## config.mk

```make
export PLATFORM = sky130hd
export DESIGN_NAME = sobel_uart_edge
export DESIGN_NICKNAME = d
export VERILOG_FILES = /design/src/rtl/sobel_uart_edge.sv
export SDC_FILE = /design/constraint.sdc
export NUM_CORES = 2
export LEC_CHECK = 0
export CORE_MARGIN = 4
export CORE_UTILIZATION = 50
export CTS_BUF_LIST = sky130_fd_sc_hd__clkbuf_8
export DETAILED_ROUTE_END_ITERATION = 10
export HOLD_SLACK_MARGIN = 0.12
export PLACE_DENSITY = 0.65
export REMOVE_ABC_BUFFERS = 1
export SLEW_MARGIN = 20
export SYNTH_ARGS = -nofsm -noshare
export SYNTH_HDL_FRONTEND = slang
export SYNTH_SLANG_ARGS = --single-unit
```

## constraint.sdc

```tcl
create_clock -name sclk -period 18.3 [get_ports sclk]
set_input_delay 5.49 -clock sclk [delete_from_list [all_inputs] [get_ports sclk]]
set_output_delay 5.49 -clock sclk [all_outputs]
set_load 0.02 [all_outputs]
```

## src/rtl/sobel_uart_edge.sv

```systemverilog
// Sobel edge detector between a UART receiver and a UART transmitter, 8N1 on both lines.
// Pixels arrive in raster order; each full 3x3 window yields one thresholded byte (0xFF or 0x00) on tx.
module sobel_uart_edge #(
   parameter int          BAUD_CNT_END      = 433,
   parameter int          BAUD_CNT_END_HALF = 216,
   parameter int          IMG_W             = 200,
   parameter int          IMG_H             = 200,
   parameter logic [10:0] THRESH            = 11'd100
) (
   input  logic sclk,
   input  logic rst_n,
   input  logic rx,
   output logic tx
);
   localparam int BW = $clog2(BAUD_CNT_END + 1);
   localparam int CW = $clog2(IMG_W);
   localparam int RW = $clog2(IMG_H);
   localparam logic [BW-1:0] B_END   = BW'(BAUD_CNT_END);
   localparam logic [BW-1:0] B_HALF  = BW'(BAUD_CNT_END_HALF);
   localparam logic [CW-1:0] COL_END = CW'(IMG_W - 1);
   localparam logic [RW-1:0] ROW_END = RW'(IMG_H - 1);

   typedef enum logic {RX_IDLE, RX_BUSY} rx_state_t;
   typedef enum logic {TX_IDLE, TX_SEND} tx_state_t;

   // rst_n is active high despite its name
   logic rst;
   assign rst = rst_n;

   function automatic logic signed [10:0] ext_pix(input logic [7:0] p);
      return signed'({3'b000, p});
   endfunction

   function automatic logic [10:0] abs11(input logic signed [10:0] v);
      return v[10] ? 11'(-v) : 11'(v);
   endfunction

   function automatic logic [7:0] thresh_bin(input logic [10:0] m);
      return (m >= THRESH) ? 8'hFF : 8'h00;
   endfunction

   rx_state_t     rx_state_q;
   logic          rx_s1_q, rx_s2_q, rx_s3_q;
   logic [BW-1:0] rx_baud_q;
   logic [3:0]    rx_bit_q;
   logic [7:0]    rx_sh_q, rx_data_q;
   logic          rx_valid_q;

   always_ff @(posedge sclk) begin
      if (rst) begin
         rx_state_q <= RX_IDLE;
         rx_s1_q    <= 1'b1;
         rx_s2_q    <= 1'b1;
         rx_s3_q    <= 1'b1;
         rx_baud_q  <= '0;
         rx_bit_q   <= '0;
         rx_sh_q    <= '0;
         rx_data_q  <= '0;
         rx_valid_q <= 1'b0;
      end else begin
         rx_s1_q    <= rx;
         rx_s2_q    <= rx_s1_q;
         rx_s3_q    <= rx_s2_q;
         rx_valid_q <= 1'b0;
         case (rx_state_q)
            RX_IDLE: begin
               if (rx_s3_q && !rx_s2_q) begin
                  rx_state_q <= RX_BUSY;
                  rx_baud_q  <= '0;
                  rx_bit_q   <= '0;
               end
            end
            RX_BUSY: begin
               rx_baud_q <= (rx_baud_q == B_END) ? '0 : rx_baud_q + 1'b1;
               if (rx_baud_q == B_END) rx_bit_q <= rx_bit_q + 4'd1;
               if (rx_baud_q == B_HALF) begin
                  if (rx_bit_q == 4'd0) begin
                     if (rx_s2_q) rx_state_q <= RX_IDLE;
                  end else if (rx_bit_q == 4'd9) begin
                     rx_valid_q <= 1'b1;
                     rx_data_q  <= rx_sh_q;
                     rx_state_q <= RX_IDLE;
                  end else begin
                     rx_sh_q <= {rx_s2_q, rx_sh_q[7:1]};
                  end
               end
            end
            default: rx_state_q <= RX_IDLE;
         endcase
      end
   end

   // Stage p0: raster counters, line buffers and the 3x3 window (row 0 oldest, column 2 newest)
   logic [CW-1:0] col_q, col_d;
   logic [RW-1:0] row_q, row_d;
   logic [7:0]    lb1_q [IMG_W];
   logic [7:0]    lb2_q [IMG_W];
   logic [7:0]    up1, up2;
   logic [7:0]    w_q [3][3];
   logic          vld_p0_q;

   assign up1 = lb1_q[col_q];
   assign up2 = lb2_q[col_q];

   always_comb begin
      col_d = col_q + 1'b1;
      row_d = row_q;
      if (col_q == COL_END) begin
         col_d = '0;
         row_d = (row_q == ROW_END) ? '0 : row_q + 1'b1;
      end
   end

   always_ff @(posedge sclk) begin
      if (rx_valid_q) begin
         lb2_q[col_q] <= up1;
         lb1_q[col_q] <= rx_data_q;
      end
   end

   always_ff @(posedge sclk) begin
      if (rst) begin
         col_q    <= '0;
         row_q    <= '0;
         vld_p0_q <= 1'b0;
         for (int r = 0; r < 3; r++)
            for (int c = 0; c < 3; c++) w_q[r][c] <= '0;
      end else begin
         vld_p0_q <= rx_valid_q && (row_q >= RW'(2)) && (col_q >= CW'(2));
         if (rx_valid_q) begin
            col_q <= col_d;
            row_q <= row_d;
            for (int r = 0; r < 3; r++) begin
               w_q[r][0] <= w_q[r][1];
               w_q[r][1] <= w_q[r][2];
            end
            w_q[0][2] <= up2;
            w_q[1][2] <= up1;
            w_q[2][2] <= rx_data_q;
         end
      end
   end

   // Stage p1: gradient magnitude; the threshold is applied combinationally on the registered magnitude
   logic signed [10:0] gx_p0, gy_p0;
   logic [10:0]        mag_p0, mag_p1_q;
   logic               vld_p1_q;
   logic [7:0]         res_p1;

   always_comb begin
      gx_p0 = (ext_pix(w_q[0][2]) + (ext_pix(w_q[1][2]) <<< 1) + ext_pix(w_q[2][2]))
            - (ext_pix(w_q[0][0]) + (ext_pix(w_q[1][0]) <<< 1) + ext_pix(w_q[2][0]));
      gy_p0 = (ext_pix(w_q[2][0]) + (ext_pix(w_q[2][1]) <<< 1) + ext_pix(w_q[2][2]))
            - (ext_pix(w_q[0][0]) + (ext_pix(w_q[0][1]) <<< 1) + ext_pix(w_q[0][2]));
      mag_p0 = abs11(gx_p0) + abs11(gy_p0);
   end

   always_ff @(posedge sclk) begin
      if (rst) begin
         vld_p1_q <= 1'b0;
         mag_p1_q <= '0;
      end else begin
         vld_p1_q <= vld_p0_q;
         mag_p1_q <= mag_p0;
      end
   end

   assign res_p1 = thresh_bin(mag_p1_q);

   // TX: a result may bypass the holding register, and frames chain without an idle gap
   tx_state_t     tx_state_q;
   logic          tx_q;
   logic [8:0]    tx_sh_q;
   logic [BW-1:0] tx_baud_q;
   logic [3:0]    tx_bit_q;
   logic [7:0]    hold_q, tx_load;
   logic          hold_full_q, tx_free, tx_take;

   always_comb begin
      tx_free = (tx_state_q == TX_IDLE) || ((tx_baud_q == B_END) && (tx_bit_q == 4'd9));
      tx_take = tx_free && (hold_full_q || vld_p1_q);
      tx_load = hold_full_q ? hold_q : res_p1;
   end

   always_ff @(posedge sclk) begin
      if (rst) begin
         tx_state_q  <= TX_IDLE;
         tx_q        <= 1'b1;
         tx_sh_q     <= '0;
         tx_baud_q   <= '0;
         tx_bit_q    <= '0;
         hold_q      <= '0;
         hold_full_q <= 1'b0;
      end else begin
         if (vld_p1_q && !(tx_take && !hold_full_q)) begin
            hold_q      <= res_p1;
            hold_full_q <= 1'b1;
         end else if (tx_take) begin
            hold_full_q <= 1'b0;
         end
         if (tx_take) begin
            tx_state_q <= TX_SEND;
            tx_q       <= 1'b0;
            tx_sh_q    <= {1'b1, tx_load};
            tx_baud_q  <= '0;
            tx_bit_q   <= '0;
         end else if (tx_state_q == TX_SEND) begin
            if (tx_baud_q == B_END) begin
               tx_baud_q <= '0;
               if (tx_bit_q == 4'd9) begin
                  tx_state_q <= TX_IDLE;
                  tx_q       <= 1'b1;
               end else begin
                  tx_bit_q <= tx_bit_q + 4'd1;
                  tx_q     <= tx_sh_q[0];
                  tx_sh_q  <= {1'b1, tx_sh_q[8:1]};
               end
            end else begin
               tx_baud_q <= tx_baud_q + 1'b1;
            end
         end
      end
   end

   assign tx = tx_q;

endmodule

```

==> run summary <==
The run gives 66100 as the via count of the first global-routing pass. Summed over all failing endpoints, the final setup total negative slack is 0 ps. The core region is 263000 µm².

The final route contains 65100 vias. After detailed routing, the number of remaining DRC violations is 0. Summing all non-filler instances in the final layout gives an area of 148000 µm². The detailed router finished its first iteration with 9180 violations. The logs give 17 for the initial antenna violation count and 6 for the CTS H-tree depth.

The async set or reset register ratio after synthesis is 0. Setup repair after global routing left no endpoint under its margin. Routing usage on met3: 0.0539. The commonest cells after synthesis are edfxtp_1, mux4_2, nor2_1. In this run the power spent charging and discharging nets is 0.00339 W.

Detailed placement finished with a half-perimeter wire length of 191000 µm. TritonCTS built the clock tree. The logs give 0.052 for the logic gate share of total power and 0 for the global-route congestion overflow total. The tools report the final estimated routing congestion in global placement as 0.871. Clock-pin slew was measured on the worst setup and hold paths at 60 ps. The top-area cell type share of the netlist area came out at 0.742. For the pin with the worst max-slew slack, the measured transition is 1200 ps. Met2 routing resource usage after global routing: 0.363.

The most used flip-flop cell after synthesis is edfxtp_1. The average wire per standard cell came out at 31.8 µm. For the number of placed cells counting well taps, the log shows 9531. The clock buffer count from CTS was 551.

The routing layer with the top usage in global route was met1. Using the TritonRoute via totals, the vias-per-cell ratio works out to 6.20. In this run the cell area of the synthesized design comes to 132000 µm². The run gives 273000 µm² as the area enclosed by the die boundary. The run gives 88.9 ps as the final clock skew. The min-delay analysis places its worst path in the category flop to flop.

The die is 523 µm wide. Synthesis inferred 3367 register bits. Counting every sink on the clock net gives 3367. In this run the cell area measured after placement is 138000 µm². The tools report the peak supply drop as 0.0000992 V.

The number of detailed-routing iterations run before antenna repair came out at 6. The insertion delay of the later-clocked pin in the worst-skew pair was 1080 ps; the count of distinct cell types in the synthesized netlist was 69. The tools report the sequential share of power as 0.554. For the part of the power in the clock network, the log shows 0.394.

The count of buffers inserted at the top-level ports came out at 3. The category of the most critical setup path was flop to flop. The fraction of layout instances using a drive strength above 1 is 0.299, and the number of buffers added for setup after CTS is 0. Final setup violation count: 0. The tools report the kind of end point of the critical path as a flop.

The most frequent cell after synthesis is edfxtp_1. Summed over all instances, the cell type with the most area after synthesis is edfxtp_1. The worst slew margin relative to its limit was 0.196; the count of nets left with antenna violations after detail routing was 0. The flow ran to the end, and the final reports show no timing, DRC or antenna violations. Switching portion of total power: 0.224. Ranked by total cell area, the synthesized netlist is headed by edfxtp_1, mux4_2, dfxtp_1.

Portion of the post-synthesis area used by sequential elements: 0.756. The global-route usage over all layers was 0.246; the die extent in y was 523 µm. In this run the count of I/O pins placed on the die edge is 4.

The internal power of the cells totals 0.0117 W. The logs give 4 for the maximum count of clock buffers along a single path and 188 for the total number of placement rows. For the total number of nets in the final design, the log shows 6690.

After clock tree synthesis, the flow added hold-fix buffers numbering 0. The final-report max-slew violation count is 0, and the number of warnings issued by yosys is 0. The final total power is 0.0151 W, and the number of max-cap violations is 0. The cell sitting at the root of the clock tree is a clkbuf_8. The analysis attributes to cell leakage a power of 46.7 nW. The first global-routing pass estimated 480000 µm of wire. The average instance in the mapped netlist occupies 22.1 µm².

The tools report the met1 usage in global routing as 0.368. Gates resized during post-CTS repair numbered 0. The critical path data arrival time was 8280 ps; the count of flip-flops with a built-in enable after synthesis was 3272.

Wires add up to 333000 µm. The portion of the clock cycle consumed by the worst path in the final layout was 0.415; the achievable frequency was 132 MHz. The power density relative to cell area was 102 nW/µm². The routed design could run at a clock period as short as 7590 ps.

The run gives 10710 ps as the smallest setup slack after layout. The initial core utilization is 0.504, and the final instance count without filler cells is 10500. Prior to clock tree synthesis, the placed netlist has a worst setup slack of 10410 ps.

Along the worst path, the maximum fanout reaches 97. The worst setup path is launched from a flop. The run gives 113 as the pin count of the biggest net entering global routing.

Synthesis produced a netlist whose cell count is 6002. From synthesis to final layout, the design area changed by 11.7%. At the worst endpoint, the required time is 18990 ps.

The number of endpoints with negative hold slack in the final report is 0.
-- worst paths after layout --
kind | from | end | slack [ps] | depth (start not counted)
hold / removal | rx_s1_q$_SDFF_PP1_ | rx_s2_q$_SDFF_PP1_ | 410 | 1
setup reg to reg | flop | lb2_q[59][4]$_DFFE_PP_ | 10710 | 13
hold reg to reg | rx_s1_q$_SDFF_PP1_ | rx_s2_q$_SDFF_PP1_ | 410 | 1
setup / recovery | flop | lb2_q[59][4]$_DFFE_PP_ | 10710 | 13
-- layout by cell type (no fill, tap or decap), types with 33 or more instances in the layout --
cell,count
a21oi_1,41
and2_1,45
buf_4,298
clkbuf_8,560
clkinv_1,123
clkinv_2,35
dfxtp_1,81
edfxtp_1,3272
fa_1,63
ha_1,52
inv_1,330
mux2i_1,71
mux4_2,977
nand2_1,151
nand3_1,33
nor2_1,280
nor2_2,78
o21ai_0,42
-- sequential cells by signal, indices dropped and copies added (netlist names), 4 cells and up, named ones only --
name,cells
col_q,8
lb1_q,1600
lb2_q,1600
mag_p1_q,9
row_q,8
rx_baud_q,9
rx_bit_q,4
rx_data_q,8
rx_sh_q,8
tx_baud_q,9
tx_bit_q,4
tx_sh_q,9
w_q,72
-- stage by stage --
step           hold WS (ps)  utilization
2_1_floorplan           389            -
3_3_place_gp            404        0.524
3_5_place_dp            399        0.525
4_1_cts                 416        0.562
5_1_grt                 441        0.562
6_report                412        0.562
-- power groups by stage --
stage	Sequential, W	Clock, W	Combinational, W
floorplan	0.00851	0	0.000628
global placement	0.00851	0	0.000754
detailed placement	0.00851	0	0.000775
CTS	0.00835	0.00607	0.000779
global route	0.00835	0.00645	0.000890
finish	0.00835	0.00595	0.000785
-- worst max-delay path: stages (launching register included) --
cell and delay (ps):
dfxtp_4 880, buf_12 540, buf_4 680, buf_12 530, buf_12 570, mux4_2 350
mux2i_1 70, nand2_1 120, o21ai_0 120, nor4_1 330, nor4_2 190, nor2_4 620
buf_4 700, buf_4 820
-- metal layers --
| layer | vias to the layer above | wire length [µm] |
|---|---|---|
| li1 | 26100 | - |
| met1 | 34900 | 135000 |
| met2 | 3468 | 153000 |
| met3 | 577 | 34200 |
| met4 | 4 | 11200 |
| met5 | - | 31 |
-- cells by family (layout without fill, tap and decap cells) --
kind of cell	count (synthesis)	in the layout	share of synthesized area
AND/OR/NAND/NOR	730	730	0.0246
XOR/XNOR	52	52	0.00344
adder cells (fa/ha/maj)	115	115	0.0144
flip-flops	3367	3367	0.756
AO/OA/AOI/OAI	218	218	0.0112
multiplexers	1064	1064	0.173
buffers and inverters	456	1428	0.0171
other	0	11	0
-- cell type report --
| class | instances | area (µm²) |
|---|---|---|
| sequential | 3367 | 100000 |
| inverter | 152 | 584 |
| clock inverter | 395 | 2070 |
| timing repair buffer | 321 | 2610 |
| clock buffer | 560 | 7710 |
| tap | 3515 | 4400 |
| antenna | 11 | 27.5 |
| multi-input combinational | 2179 | 30300 |
| fill | 19400 | 115000 |
Power figures use the tool's default switching activity.
